===== src/rtl/vecgen_ctrl_seq.sv =====
// vecgen_ctrl_seq: walks in rows x PE groups x kernel rows/cols and emits the vectorgen ctrl word per beat.
// Optional VECGEN_SEQ_PERF_EN adds perf_beats/perf_stalls counters.
module vecgen_ctrl_seq #(
  parameter int NUM_PE        = 4,
  parameter int DIM_W         = 10,
  parameter int KDIM_W        = 4,
  parameter int PAD_WIDTH     = 3,
  parameter int CTRL_DELAY    = 2,
  parameter int DRAIN_CYC     = 6,
  parameter int VECGEN_CTRL_W = 9
) (
  input  logic                     clk,
  input  logic                     reset,
  input  logic                     start,
  input  logic [DIM_W-1:0]         cfg_in_h,
  input  logic [DIM_W-1:0]         cfg_out_w,
  input  logic [DIM_W-1:0]         cfg_out_h,
  input  logic [KDIM_W-1:0]        cfg_k_w,
  input  logic [KDIM_W-1:0]        cfg_k_h,
  input  logic [PAD_WIDTH-1:0]     cfg_pad,
  input  logic [DIM_W-1:0]         cfg_num_fm,
  input  logic                     ready,
  input  logic                     stall,
  output logic [VECGEN_CTRL_W-1:0] ctrl,
  output logic                     busy,
  output logic                     done
`ifdef VECGEN_SEQ_PERF_EN
  ,
  output logic [31:0]              perf_beats,
  output logic [31:0]              perf_stalls
`endif
);
  localparam int PE_SH = $clog2(NUM_PE);
  localparam int DR_W  = $clog2(DRAIN_CYC + 2);
  if (NUM_PE < 1 || (NUM_PE & (NUM_PE - 1)) != 0 || VECGEN_CTRL_W != 9) begin : g_bad
    $error("vecgen_ctrl_seq: NUM_PE must be a power of 2 and VECGEN_CTRL_W must be 9");
  end
  typedef enum logic [2:0] {IDLE, START, RUN, GAP, NEXTFM, DRAIN, DONE} state_t;
  state_t st_q;
  logic [DIM_W-1:0] inh_q, outh_q, g_q, nfm_q, fm_q, ih_q, og_q, ih_d, og_d;
  logic [KDIM_W-1:0] kwc_q, khc_q, kw_q, kh_q, khmax_q, kw_d, kh_d, khmax_d, kh_min, nmax;
  logic [PAD_WIDTH-1:0] pad_q;
  logic [DR_W-1:0] drain_q;
  logic [DIM_W:0] ih1, kh_ext;
  logic signed [DIM_W:0] eff_w;
  logic beat, hold, last_kw, last_kh, last_og, last_ih, wkh, wog, first;
  logic rd, nd, er, nr, pop_u, shf_u, skp_u;
  logic [2:0] bits_u, bits_o;
  assign beat    = st_q == RUN && !stall;
  assign hold    = st_q == RUN && stall;
  assign ih1     = (DIM_W+1)'(ih_q) + (DIM_W+1)'(1);
  assign kh_ext  = (DIM_W+1)'(khc_q);
  assign kh_min  = ih1 < kh_ext ? KDIM_W'(kh_ext - ih1) : '0;
  assign last_kw = kw_q == kwc_q - KDIM_W'(1);
  assign last_kh = kh_q == kh_min;
  assign last_og = og_q == g_q - DIM_W'(1);
  assign last_ih = ih_q == inh_q - DIM_W'(1);
  assign wkh     = last_kw && last_kh;
  assign wog     = wkh && last_og;
  assign first   = kw_q == '0 && kh_q == khmax_q;
  // Rows past the last output row lose one kernel row each.
  assign nmax    = ih1 < (DIM_W+1)'(outh_q) ? khc_q - KDIM_W'(1) : khmax_q - KDIM_W'(1);
  assign kw_d    = last_kw ? '0 : kw_q + KDIM_W'(1);
  assign kh_d    = !last_kw ? kh_q : !last_kh ? kh_q - KDIM_W'(1) : !last_og ? khmax_q : nmax;
  assign og_d    = !wkh ? og_q : last_og ? '0 : og_q + DIM_W'(1);
  assign ih_d    = wog ? ih_q + DIM_W'(1) : ih_q;
  assign khmax_d = wog ? nmax : khmax_q;
  assign eff_w   = $signed((DIM_W+1)'(kwc_q)) - $signed((DIM_W+1)'({pad_q, 1'b0}));
  assign rd      = beat && first && (ih_q != '0 || og_q != '0);
  assign nd      = rd && !(last_ih && last_og);
  assign er      = rd && last_og;
  assign nr      = beat && first && og_q == '0 && ih_q != '0;
  assign pop_u   = beat && kw_q == '0;
  assign shf_u   = beat && kw_q != '0;
  assign skp_u   = pop_u && last_kh && last_og && !last_ih && eff_w > $signed((DIM_W+1)'(NUM_PE));
  assign bits_u  = {pop_u, shf_u, skp_u};
  if (CTRL_DELAY == 0) begin : g_nopipe
    assign bits_o = bits_u;
  end else begin : g_pipe
    logic [2:0] pipe_q [CTRL_DELAY];
    always_ff @(posedge clk or posedge reset)
      if (reset) for (int i = 0; i < CTRL_DELAY; i++) pipe_q[i] <= '0;
      else if (!hold) begin
        pipe_q[0] <= bits_u;
        for (int i = 1; i < CTRL_DELAY; i++) pipe_q[i] <= pipe_q[i-1];
      end
    assign bits_o = hold ? '0 : pipe_q[CTRL_DELAY-1];
  end
  assign ctrl = {nd, rd, bits_o[2], bits_o[1], nr, bits_o[0], er, st_q == START, st_q == NEXTFM};
  assign busy = st_q != IDLE;
  assign done = st_q == DONE;
  always_ff @(posedge clk or posedge reset)
    if (reset) begin
      st_q <= IDLE;
      {inh_q, outh_q, g_q, nfm_q, fm_q, ih_q, og_q} <= '0;
      {kwc_q, khc_q, kw_q, kh_q, khmax_q} <= '0;
      pad_q   <= '0;
      drain_q <= '0;
    end else begin
      case (st_q)
        IDLE: if (start) begin
          inh_q   <= cfg_in_h;
          outh_q  <= cfg_out_h;
          g_q     <= cfg_out_w >> PE_SH;
          nfm_q   <= cfg_num_fm;
          kwc_q   <= cfg_k_w;
          khc_q   <= cfg_k_h;
          pad_q   <= cfg_pad;
          fm_q    <= '0;
          ih_q    <= '0;
          og_q    <= '0;
          kw_q    <= '0;
          kh_q    <= cfg_k_h - KDIM_W'(1);
          khmax_q <= cfg_k_h - KDIM_W'(1);
          st_q    <= START;
        end
        START: if (ready) st_q <= RUN;
        RUN: if (beat) begin
          kw_q    <= kw_d;
          kh_q    <= kh_d;
          og_q    <= og_d;
          ih_q    <= ih_d;
          khmax_q <= khmax_d;
          if (wog && last_ih) st_q <= GAP;
        end
        GAP: st_q <= NEXTFM;
        NEXTFM: if (fm_q + DIM_W'(1) < nfm_q) begin
          fm_q    <= fm_q + DIM_W'(1);
          ih_q    <= '0;
          og_q    <= '0;
          kw_q    <= '0;
          kh_q    <= khc_q - KDIM_W'(1);
          khmax_q <= khc_q - KDIM_W'(1);
          st_q    <= START;
        end else begin
          drain_q <= '0;
          st_q    <= DRAIN_CYC == 0 ? DONE : DRAIN;
        end
        DRAIN: begin
          drain_q <= drain_q + DR_W'(1);
          if (drain_q == DR_W'(DRAIN_CYC - 1)) st_q <= DONE;
        end
        DONE: st_q <= IDLE;
        default: st_q <= IDLE;
      endcase
    end
`ifdef VECGEN_SEQ_PERF_EN
  always_ff @(posedge clk or posedge reset)
    if (reset) begin
      perf_beats  <= '0;
      perf_stalls <= '0;
    end else if (st_q == IDLE && start) begin
      perf_beats  <= '0;
      perf_stalls <= '0;
    end else begin
      if (beat && perf_beats != '1) perf_beats <= perf_beats + 32'd1;
      if (hold && perf_stalls != '1) perf_stalls <= perf_stalls + 32'd1;
    end
`endif
endmodule

===== config.mk =====
export PLATFORM = sky130hd
export DESIGN_NAME = vecgen_ctrl_seq
export DESIGN_NICKNAME = d
export VERILOG_FILES = /design/src/rtl/vecgen_ctrl_seq.sv
export SDC_FILE = /design/constraint.sdc
export NUM_CORES = 1
export LEC_CHECK = 0
export CORE_AREA = 2 2 140 101
export CTS_BUF_LIST = sky130_fd_sc_hd__clkbuf_16
export DETAILED_ROUTE_END_ITERATION = 10
export DIE_AREA = 0 0 142 103
export HOLD_SLACK_MARGIN = 0.12
export PLACE_DENSITY = 0.88
export SYNTH_ARGS = -nofsm -noshare
export SYNTH_HDL_FRONTEND = slang
export SYNTH_SLANG_ARGS = --single-unit

===== constraint.sdc =====
create_clock -name clk -period 4.6 [get_ports clk]
set_input_delay 0.46 -clock clk [delete_from_list [all_inputs] [get_ports clk]]
set_output_delay 0.46 -clock clk [all_outputs]
set_load 0.05 [all_outputs]

# Word-level counts from Yosys, hierarchy flattened
# Index checks and enable logic that the tools add are counted.
# Widths: inputs -> output; s select.
[op_classes]
order_cmp = 4
n_addsub = 15
eq_ne = 22
reduce_logical = 41
muxes = 38
[ops]
columns = ["op", "n"]
rows = [
  ["$mux 10", 8],
  ["$pmux 10 s3", 2],
  ["$mux 4", 14],
  ["$pmux 4 s3", 3],
  ["$add 10x1->10 const B", 3],
  ["$mux 3", 8],
  ["$eq 10x10->1", 2],
  ["$pmux 10 s2", 1],
  ["$reduce_and 5->1", 4],
  ["$reduce_bool 10->1", 2],
  ["$sub 4x1->4 const B", 5],
  ["$logic_and 1x1->1", 19],
  ["$pmux 3 s6", 1],
  ["$ne 2x2->1 const B", 8],
  ["$eq 3x3->1 const B", 4],
  ["$eq 4x4->1", 3],
  ["$add 10x1->11 const B", 1],
  ["$lt 11x10->1", 1],
  ["$lt 11x4->1", 1],
  ["$logic_not 10->1", 1],
  ["$lt 10x10->1", 1],
  ["$sub 10x1->10 const B", 1],
  ["$sub 8x1->9 const B", 1],
  ["$eq 3x2->1 const B", 2],
  ["other kinds (18)", 24],
]
[totals]
in_bits = 56
elab_cells = 137
regBits = 103
out_inout_bits = 11

# Logic depth before layout (Yosys ltp)
[depth]
depth_word = 10
ltp_mapped = 15
depth_no_buf = 14

# Least setup slack after synthesis
# No wires, ideal clock.
[synth_path]
kind = "reg2reg"
startpoint = "register ih_q[1]"
endpoint = "register og_q[0]"
required_time_ns = 4.522
slack_ns = 1.285
setup_ns = 0.078
path_buffers = 1
path_stages_with_launch = 13
arrival_time_ns = 3.237
cell_sequence = "dfrtp_1 > ha_1 > xor2_1 > ha_1 > nor2b_1 > a221oi_2 > xnor2_1 > or4_1 > a21boi_4 > o211ai_2 > buf_2 > or4_1 > o21ai_1"
[synth_via]
elab_chain_len = 7
[synth_rtl]
columns = ["item", "line_no", "source"]
rows = [
  ["start, declared", "40", "logic [DIM_W-1:0] inh_q, outh_q, g_q, nfm_q, fm_q, ih_q, og_q, ih_d, og_d;"],
  ["start signal, assigned", "122", "ih_q <= ih_d;"],
  ["$add 10x1->11 *", "51", "assign ih1 = (DIM_W+1)'(ih_q) + (DIM_W+1)'(1);"],
  ["$lt 11x4->1 / $sub 4x4->4 (equally long branches)", "53", "assign kh_min = ih1 < kh_ext ? KDIM_W'(kh_ext - ih1) : '0;"],
  ["$mux 4 *", "53", ""],
  ["$eq 4x4->1 *", "55", "assign last_kh = kh_q == kh_min;"],
  ["$logic_and 1x1->1 *", "58", "assign wkh = last_kw && last_kh;"],
  ["$ne 2x2->1 (no line) *", "-", ""],
  ["$reduce_and 5->1 (no line) *", "-", ""],
  ["end signal, assigned", "121", "og_q <= og_d;"],
  ["end, declared", "40", ""],
]
# Every way passes the cells marked *; elsewhere a longest branch is shown, timed or not.
# A chain may end at the register's enable or synchronous reset.

# Final worst setup path
[layout_path]
startpoint = "register inh_q[3]"
endpoint = "output ctrl[8]"
[layout_via]
elab_chain_len = 5
[layout_rtl]
columns = ["item", "line_no", "source"]
rows = [
  ["start, declared", "40", ""],
  ["start signal, assigned", "102", "inh_q <= cfg_in_h;"],
  ["$sub 10x1->10", "57", "assign last_ih = ih_q == inh_q - DIM_W'(1);"],
  ["$eq 10x10->1", "57", ""],
  ["$logic_and 1x1->1", "70", "assign nd = rd && !(last_ih && last_og);"],
  ["$logic_not 1->1", "70", ""],
  ["$logic_and 1x1->1", "70", ""],
  ["end, declared", "24", "output logic [VECGEN_CTRL_W-1:0] ctrl,"],
]
# Every way passes these cells.

==> impl_metrics.tcl <==
set metrics [dict create \
    clock_sinks 103 \
    internal-power_mw 2.62 \
    whs_path_depth 2 \
    antenna_found_initial 0 \
    initial_core_util_pct 53.3 \
    avgSynthCellArea_um2 8.57 \
    setup_viol 0 \
    tightest_slew_ns 1.08 \
    report.final.hold_viol_count 0 \
    ys_seq_area_share_pct 35.9 \
    vias_per_cell 5.91 \
    grt_setup_unrepaired "false" \
    r2r_slack_ns 0.57 \
    wl_met1_um 7650 \
    place_congestion 0.989 \
    switching_share_pct 44.3 \
    holdWs_ns 0.477 \
    drt_first_pass_iters 5 \
    wire_per_inst_um 15.9 \
    clkTransAtPathRegs_ns 0.07 \
    path_max_fanout 8 \
    drv_slew 0 \
    drc 0 \
    yosysTopAreaCell "dfrtp_1" \
    post_cts_buffers 0 \
    vias 6175 \
    hold_class "flop to flop" \
    syn_inst 837 \
    highest_layer "met4" \
    wl_met3_um 1300 \
    fp-row-count 36 \
    cts-htree-levels 3 \
    async_flop_share_pct 100 \
    crit_arrival_ns 3.72 \
    r2r_end "og_q[9]" \
    root_buffer "clkbuf_16" \
    clk_latency_ns 0.36 \
    critical_path_class "flop to primary output" \
    layout_min_cycle_time_ns 4.18 \
    die_area_um2 14600 \
    pwr-share-comb_pct 50.2 \
    power_density_nw_per_um2 577 \
    drive_gt1_share_pct 5.95 \
    maxCapViolations 0 \
    dieHeight_um 103 \
    synth_cell_type_count 82 \
    ys_warn_count 0 \
    ys_top_cells_by_area "dfrtp_1 (36%), ha_1 (7.5%), nand2_1 (6.7%), o21ai_0 (4.8%), xnor2_1 (3.9%)" \
    grt_pass1_wl_um 28200 \
    fin_nets 971 \
    synthFlopType "dfrtp_1" \
    fin_crit_sh_pct 90.9 \
    insertedDiodeCount 0 \
    overflow 0 \
    core-area_um2 13500 \
    io_pins 67 \
    syn_nets 938 \
    areaGrowthSynthToFinish_pct 13.7 \
    grt_use_total_pct 24.2 \
    crit_path_end_kind "primary output" \
    yosysTopAreaCellShare_pct 35.9 \
    vdd_drop_max_mv 0.258 \
    grt_max_degree 80 \
    cts_resized 0 \
    cts_tree "done" \
    status "completed" \
    setup_tns_ns 0 \
    worstPathRequired_ns 4.14 \
    synth_edf_count 0 \
    die_width_um 142 \
    seq_power_share_pct 32.4 \
    ant_nets 0 \
    clockBufferDepth 2 \
    cts_buffers 9 \
    postCtsHoldBufs 0 \
    hp-start "g_pipe.pipe_q[5]" \
    r2r_cells 11 \
    syn_area_um2 7170 \
    reg2reg_from "ih_q[0]" \
    worstHoldEndpoint "g_pipe.pipe_q[5]" \
    max_freq_mhz 239 \
    met2WireLength_um 7490 \
    slew_headroom_pct 28.2 \
    switchingPower_mw 2.09 \
    drt-total-wl_um 16600 \
    p_leak_nw 3.62 \
    cp-start-kind "flop" \
    hpwl_um 12200 \
    grt_pass1_vias 5829 \
    skew_ns 0.0106 \
    fillers 1105 \
    ys_ff_latch 103 \
    first_iter_violations 715 \
    clkPwrFrac_pct 17.5 \
    io_buffers 64 \
]
cell usage after synthesis, drive strengths merged (5+ instances only):
master,count
o22ai,8
nand2b,24
and2,6
xnor2,32
o211ai,5
nor2,38
nor2b,10
o311ai,7
xor2,22
o21ai,70
nand3b,5
inv,58
a21oi,16
a21boi,5
buf,13
a211oi,11
clkbuf,35
or3,12
o21a,8
a22o,7
a31oi,7
nand4,8
nor4,7
ha,43
nor3,30
mux2,6
o31ai,7
nand3,36
dfrtp,103
nand2,128
and3,11
metrics by stage:
step	power, mW	cell area, um^2	util (%)	cells	worst slack, ns
floorplan	3.28	7170	-	837	1.29
global placement	3.76	7840	58.2	1030	0.685
detailed placement	3.86	7840	58.2	1030	0.638
CTS	4.70	8150	60.5	1045	0.431
global route	5.06	8150	60.5	1045	0.294
finish	4.70	8150	60.5	1045	0.417
area by class of cell:
type,instances,area (um^2),share of cell area (%)
Clock inverter,6,83.8,1.03
Timing Repair Buffer,70,686,8.41
Multi-Input combinational cell,628,4150,50.9
Inverter,58,220,2.70
Tap cell,171,214,2.62
Sequential cell,103,2580,31.6
Clock buffer,9,225,2.76
cells by family (layout without fill, tap and decap cells):
group / Yosys count / after routing / synth area share (%)
DFF: 103 / 103 / 35.9
buffers and inverters: 106 / 143 / 6.32
muxes: 7 / 7 / 1.08
and+or+nand+nor: 335 / 335 / 23.8
adders and majority gates: 45 / 45 / 8.06
AOI/OAI and AO/OA: 187 / 187 / 18.2
xor gates and xnor gates: 54 / 54 / 6.59
cell usage in the layout (no fill, tap or decap), types with 10 or more instances in the layout:
cell | synthesis | final
nand2_1 | 128 | 128
dfrtp_1 | 103 | 103
o21ai_0 | 69 | 69
clkdlybuf4s50_1 | 0 | 64
inv_1 | 58 | 57
ha_1 | 43 | 43
nor2_1 | 37 | 37
nand3_1 | 34 | 34
xnor2_1 | 32 | 32
nor3_1 | 27 | 26
nand2b_1 | 24 | 24
xor2_1 | 22 | 22
a21oi_1 | 16 | 16
or3_1 | 10 | 10
nor2b_1 | 10 | 10
and3_1 | 10 | 10
critical path: stages, from the launching register on:
cell and delay, ns:
dfrtp_1 0.47, or4_1 0.61, nand2b_1 0.21, a21oi_1 0.20, a311o_1 0.16, a22oi_1 0.10, or4_1 0.68, o21a_1 0.23
clkdlybuf4s50_1 0.69
power groups by stage:
stage	combinational [mW]	sequential, mW	clock, mW
detailed placement	2.32	1.53	0
global placement	2.24	1.51	0
finish	2.36	1.52	0.821
CTS	2.35	1.51	0.836
floorplan	1.90	1.38	0
global route	2.63	1.56	0.872
state kept, by name, summed over array words and instances, names as in the netlist:
signal / cells
drain_q: 3
st_q: 3
kw_q: 4
g_pipe.pipe_q: 6
khc_q: 4
g_q: 8
kwc_q: 4
ih_q: 10
nfm_q: 10
inh_q: 10
fm_q: 10
og_q: 10
kh_q: 4
khmax_q: 4
pad_q: 3
outh_q: 10
how the worst max path moves through the flow:
stage / from / endpoint / slack (ns)
2_1_floorplan: ih_q[1] / og_q[0] / 1.29
3_3_place_gp: ih_q[0] / khmax_q[2] / 0.68
3_5_place_dp: ih_q[0] / khmax_q[3] / 0.64
4_1_cts: inh_q[3] / ctrl[8] / 0.43
5_1_grt: ih_q[0] / og_q[9] / 0.29
6_report: inh_q[3] / ctrl[8] / 0.42
metal layers:
layer | track usage (%) | vias to the layer above
met2 | 37.8 | 231
li1 | - | 2990
met5 | 0 | -
met4 | 5.77 | 0
met3 | 6.04 | 22
met1 | 34.2 | 2932
No activity file was read; power rests on OpenSTA's default activity.
